<file path="config.mk">
export PLATFORM = sky130hd
export DESIGN_NAME = xbar_rr_arbiter
export DESIGN_NICKNAME = d
export VERILOG_FILES = /design/src/rtl/xbar_arb_pkg.sv /design/src/rtl/xbar_rr_arbiter_rr_pick.sv /design/src/rtl/xbar_rr_arbiter.sv
export SDC_FILE = /design/constraint.sdc
export NUM_CORES = 1
export LEC_CHECK = 0
export CAP_MARGIN = 20
export CORE_UTILIZATION = 45
export CTS_BUF_LIST = sky130_fd_sc_hd__clkbuf_4 sky130_fd_sc_hd__clkbuf_8
export CTS_CLUSTER_DIAMETER = 200
export CTS_CLUSTER_SIZE = 10
export DETAILED_ROUTE_END_ITERATION = 7
export GPL_TIMING_DRIVEN = 0
export PLACE_DENSITY = 0.78
export RECOVER_POWER = 25
export SETUP_SLACK_MARGIN = 0.2
export SLEW_MARGIN = 0
export SYNTH_ARGS = -nofsm -noshare
export SYNTH_HDL_FRONTEND = slang
export SYNTH_SLANG_ARGS = --single-unit
export TNS_END_PERCENT = 10
</file>
<file path="constraint.sdc">
create_clock -name clk_i -period 2.12 [get_ports clk_i]
set_input_delay 0.212 -clock clk_i [delete_from_list [all_inputs] [get_ports clk_i]]
set_output_delay 0.212 -clock clk_i [all_outputs]
set_load 0.02 [all_outputs]
</file>
<file path="src/rtl/xbar_arb_pkg.sv">
// Shared types and constants for the per-slave crossbar round-robin arbiter.
package xbar_arb_pkg;

    typedef enum logic [1:0] {
        IDLE = 2'd0,
        REQ  = 2'd1,
        RESP = 2'd2
    } arb_state_t;

    localparam logic CMD_RD = 1'b0;
    localparam logic CMD_WR = 1'b1;

endpackage

</file>
<file path="src/rtl/xbar_rr_arbiter_rr_pick.sv">
// Combinational round-robin priority encoder: finds the first requester
// strictly after the last-served index, wrapping around.
module rr_pick #(
    parameter  int REGS_NUM = 4,
    localparam int IDX_W    = $clog2(REGS_NUM)
) (
    input  logic [REGS_NUM-1:0] req,
    input  logic [IDX_W-1:0]    last,
    output logic                valid,
    output logic [IDX_W-1:0]    idx,
    output logic [REGS_NUM-1:0] onehot
);

    int j;

    always_comb begin
        // NOTE: every output gets a default first so no path leaves it unassigned (no latch).
        valid  = 1'b0;
        idx    = '0;
        onehot = '0;
        j      = 0;
        for (int i = 1; i <= REGS_NUM; i++) begin
            j = int'(last) + i;
            if (j >= REGS_NUM) begin
                j = j - REGS_NUM;
            end
            if (!valid && req[j]) begin
                valid = 1'b1;
                idx   = IDX_W'(j);
            end
        end
        onehot[idx] = valid;
    end

endmodule

</file>
<file path="src/rtl/xbar_rr_arbiter.sv">
// Per-slave round-robin arbiter: grants one host at a time, forwards req/cmd
// to the slave, returns the ack, and holds read grants until the host takes the data.
module xbar_rr_arbiter
    import xbar_arb_pkg::*;
#(
    parameter  int REGS_NUM = 4,
    parameter  int TMO_CYC  = 255,
    localparam int IDX_W    = $clog2(REGS_NUM)
) (
    input  logic                clk_i,
    input  logic                reset_i,
    input  logic [REGS_NUM-1:0] req_i,
    input  logic [REGS_NUM-1:0] cmd_i,
    input  logic [REGS_NUM-1:0] resp_i,
    output logic [REGS_NUM-1:0] ack_o,
    output logic                slv_req_o,
    output logic                slv_cmd_o,
    input  logic                slv_ack_i,
    output logic [REGS_NUM-1:0] gnt_o,
    output logic [IDX_W-1:0]    gnt_idx_o,
    output logic                busy_o,
    output logic                err_o
);

    localparam int CNT_W = $clog2(TMO_CYC + 1);

    arb_state_t          state;
    logic [CNT_W-1:0]    cnt;
    logic [IDX_W-1:0]    ptr;
    logic                timeout;

    logic                pick_valid;
    logic [IDX_W-1:0]    pick_idx;
    logic [REGS_NUM-1:0] pick_onehot;

    rr_pick #(
        .REGS_NUM (REGS_NUM)
    ) u_pick (
        .req    (req_i),
        .last   (ptr),
        .valid  (pick_valid),
        .idx    (pick_idx),
        .onehot (pick_onehot)
    );

    // The last REQ cycle is the one where cnt == TMO_CYC-1, so err_o rises
    // exactly TMO_CYC cycles after slv_req_o.
    assign timeout = (cnt == CNT_W'(TMO_CYC - 1));

    // The ack is forwarded combinationally so the host sees it in the slave's ack cycle.
    assign ack_o = (slv_ack_i && state == REQ) ? gnt_o : '0;

    always_ff @(posedge clk_i) begin
        // NOTE: sequential state uses non-blocking assignments only.
        if (reset_i) begin
            state     <= IDLE;
            cnt       <= '0;
            ptr       <= IDX_W'(REGS_NUM - 1);
            gnt_o     <= '0;
            gnt_idx_o <= '0;
            slv_req_o <= 1'b0;
            slv_cmd_o <= CMD_RD;
            busy_o    <= 1'b0;
            err_o     <= 1'b0;
        end else begin
            err_o <= 1'b0;
            unique case (state)
                IDLE: begin
                    if (pick_valid) begin
                        state     <= REQ;
                        gnt_o     <= pick_onehot;
                        gnt_idx_o <= pick_idx;
                        slv_req_o <= 1'b1;
                        slv_cmd_o <= cmd_i[pick_idx];
                        busy_o    <= 1'b1;
                        cnt       <= '0;
                    end
                end

                REQ: begin
                    if (slv_ack_i) begin
                        slv_req_o <= 1'b0;
                        cnt       <= '0;
                        if (slv_cmd_o == CMD_WR) begin
                            state     <= IDLE;
                            gnt_o     <= '0;
                            busy_o    <= 1'b0;
                            slv_cmd_o <= CMD_RD;
                            ptr       <= gnt_idx_o;
                        end else begin
                            state <= RESP;
                        end
                    end else if (timeout) begin
                        // Abort: the stalled host loses priority for the next round.
                        state     <= IDLE;
                        gnt_o     <= '0;
                        busy_o    <= 1'b0;
                        slv_req_o <= 1'b0;
                        slv_cmd_o <= CMD_RD;
                        cnt       <= '0;
                        err_o     <= 1'b1;
                        ptr       <= gnt_idx_o;
                    end else begin
                        cnt <= cnt + CNT_W'(1);
                    end
                end

                RESP: begin
                    if (resp_i[gnt_idx_o]) begin
                        state     <= IDLE;
                        gnt_o     <= '0;
                        busy_o    <= 1'b0;
                        slv_cmd_o <= CMD_RD;
                        ptr       <= gnt_idx_o;
                    end
                end

                default: begin
                    state     <= IDLE;
                    gnt_o     <= '0;
                    busy_o    <= 1'b0;
                    slv_req_o <= 1'b0;
                    cnt       <= '0;
                end
            endcase
        end
    end

endmodule

</file>
==> out/qor.yml <==
sta:
  finalCritPeriodShare_pct: 94.75
  rsz0062_at_grt: "yes"
  setup-tns-final_ns: 0
  maxSlewHeadroom_pct: 60.42
  worst_pin_slew_ns: 0.5888
  finalHoldViolCount: 0
  fin_crit_ns: 2.009
  max_freq_mhz: 497.9
  slew_violations: 0
  fin_skew_ns: 0.004588
  final-setup-viol-count: 0
  finalHoldWorstSlack_ns: 0.4596
clock_network:
  post_cts_buffers: 0
  clkSinkCount: 22
  tritoncts: "done"
  cts_root_buf: "clkbuf_4"
  path_clk_slew_ns: 0.13
  cts-htree-levels: 1
  hold_buffers: 0
  insertion_delay_ns: 0.31
  cts_buffer_depth: 2
  cts_buffers: 3
critical_path:
  slowest_delay_ns: 0.60
  path_class: "reg -> out"
  critical_path.top_delay_family: "buffers and inverters"
  critical_path_buf_inv_count: 2
  worstPathRequired_ns: 1.91
  slowest_stage: "clkdlybuf4s50_1"
  endpoint_kind: "primary output"
  cp_max_fo: 7
  startpoint_type: "flip-flop"
  arrival_ns: 1.80
  r2r_slack_ns: 0.21
  worstPathCellList: "inv_1 > ha_2 > and3_1 > clkdlybuf4s50_1"
die:
  die_x_um: 53.75
  core_um2: 2500
  num_io_pins: 29
  die_y_um: 53.75
  row_count: 18
  design.die.area_um2: 2889
  start_util_pct: 48.20
routing:
  post_drt_wl_per_cell_um: 14.74
  first_pass_iters: 4
  vias: 1168
  drt-initial-drc-count: 10
  drtAntennaViolNets: 0
  drc: 0
  drt-total-wl_um: 2948
  viasPerCell: 5.840
logic_synthesis:
  synthFlopType: "dfxtp_1"
  synth_nets: 159
  yosysUniqueCellTypes: 36
  async_reset_ff_share_pct: 0
  yosysSeqAreaShare_pct: 36.55
  netlist_area_um2: 1205
  ys_ff_latch: 22
  synth-edff-count: 0
  synth_area_per_cell_um2: 8.731
  synth_cells: 138
  ys_warn_count: 0
grt:
  grt_pass1_vias: 1152
  grt_max_degree: 14
  track_usage_pct: 22.86
  antenna_found_initial: 0
  gr-total-overflow: 0
  grt_pass1_wl_um: 4754
final_layout:
  fin_nets: 192
  syn_to_final_growth_pct: 35.51
  antenna_cells: 0
  layout_commonest_cell: "dfxtp_1"
  fillers: 204
  drive_gt1_share_pct: 12.94
  final_cell_mix: "dfxtp_1, nor2_1, clkdlybuf4s50_1"
outcome:
  status: "completed"
placed_design:
  gp_congestion: 0.7564
  portBuffers: 28
  hpwlAfterDp_um: 2277
hold_path:
  min_path_type: "reg -> reg"
power_and_ir_drop:
  cellLeakagePower_nw: 0.6708
  irDropWorstVdd_uv: 672.4
  pwr_density_cell_nw_per_um2: 1087
run:
  maxCapViolCount: 0
==> cells in the mapped netlist (2+ instances only) <==
master / n / area (um2)
a211oi_1: 3 / 22.52
a21oi_1: 7 / 35.03
a22o_1: 4 / 35.03
and3_1: 6 / 37.54
clkbuf_1: 4 / 15.01
dfxtp_1: 22 / 440.4
ha_1: 6 / 75.07
inv_1: 4 / 15.01
mux2_2: 3 / 33.78
mux2i_1: 4 / 40.04
nand2_1: 9 / 33.78
nand2b_1: 6 / 37.54
nand3_1: 5 / 25.02
nand4_1: 3 / 18.77
nor2_1: 18 / 67.56
nor3_1: 7 / 35.03
nor4_1: 2 / 12.51
o21ai_0: 2 / 10.01
xnor2_1: 2 / 17.52
xor2_1: 5 / 43.79
==> routing by layer <==
layer  GRT usage [%]  vias up  routed length [um]
li1                -      566                   -
met1           24.40      554                1169
met2           41.98       42                1588
met3           5.650        6                 147
met4           9.649        0                  44
met5               0        -                   0
==> worst reg2reg max path, stage by stage, from the launching register on <==
cell	delay, ns
dfxtp_2	0.36
inv_1	0.07
ha_2	0.22
nand2b_1	0.14
a41oi_1	0.11
or3_4	0.47
nor4_4	0.30
a22o_1	0.18
==> final timing paths <==
path / depth (start not counted) / from / end
worst min-delay path: 2 / slv_req_o / slv_req_o
worst max register to register: 7 / state[1] / gnt_o[0]
worst max-delay path: 4 / state[1] / ack_o[2]
worst min register to register: 2 / slv_req_o / slv_req_o
==> sequential cells by signal (all words and copies together) (netlist names) <==
signal and flops:
slv_cmd_o 1, slv_req_o 1, state 2, err_o 1, gnt_o 4, busy_o 1
gnt_idx_o 2, cnt 8, ptr 2
==> kinds of logic after synthesis <==
family	Yosys count	synth area share, %
mux	7	6.127
buf+inv	8	2.491
simple gates	63	26.79
fa+ha+maj	6	6.230
xor+xnor	7	5.088
compound gates	25	16.72
flops	22	36.55
==> repair_timing <==
item                                   4_1_cts  5_1_grt
endpoints found under the hold margin        0        0
cloned                                       0        0
setup endpoints to repair                   19       20
resized for setup                            4       12
==> per-stage QoR <==
| step | cells | utilization [%] | cell area, um2 | power, W | setup slack, ns |
|---|---|---|---|---|---|
| finish | 200 | 65.32 | 1633 | 0.001775 | 0.1114 |
| global route | 200 | 65.32 | 1633 | 0.001888 | 0.03653 |
| CTS | 200 | 63.46 | 1587 | 0.001743 | 0.08792 |
| detailed placement | 196 | 60.91 | 1523 | 0.001404 | -0.3046 |
| global placement | 196 | 60.91 | 1523 | 0.001365 | -0.2374 |
| floorplan | 138 | - | 1205 | 0.001126 | 0.3144 |
==> report_power, final <==
| group | internal (W) | switching, W |
|---|---|---|
| clock | 0.000191 | 0.000130 |
| sequential | 0.000516 | 0.0000967 |
| combinational | 0.000373 | 0.000468 |
==> area by class of cell <==
class | instances | area [um2] | area share, %
buffer | 4 | 15.01 | 0.9195
clock buffer | 3 | 22.52 | 1.379
clock inverter | 1 | 30.03 | 1.839
timing repair buffer | 28 | 281.5 | 17.24
inverter | 4 | 15.01 | 0.9195
tap | 30 | 37.54 | 2.299
multi-input combinational | 108 | 787.0 | 48.20
sequential | 22 | 444.2 | 27.20
(Power assumes the default switching activity.)
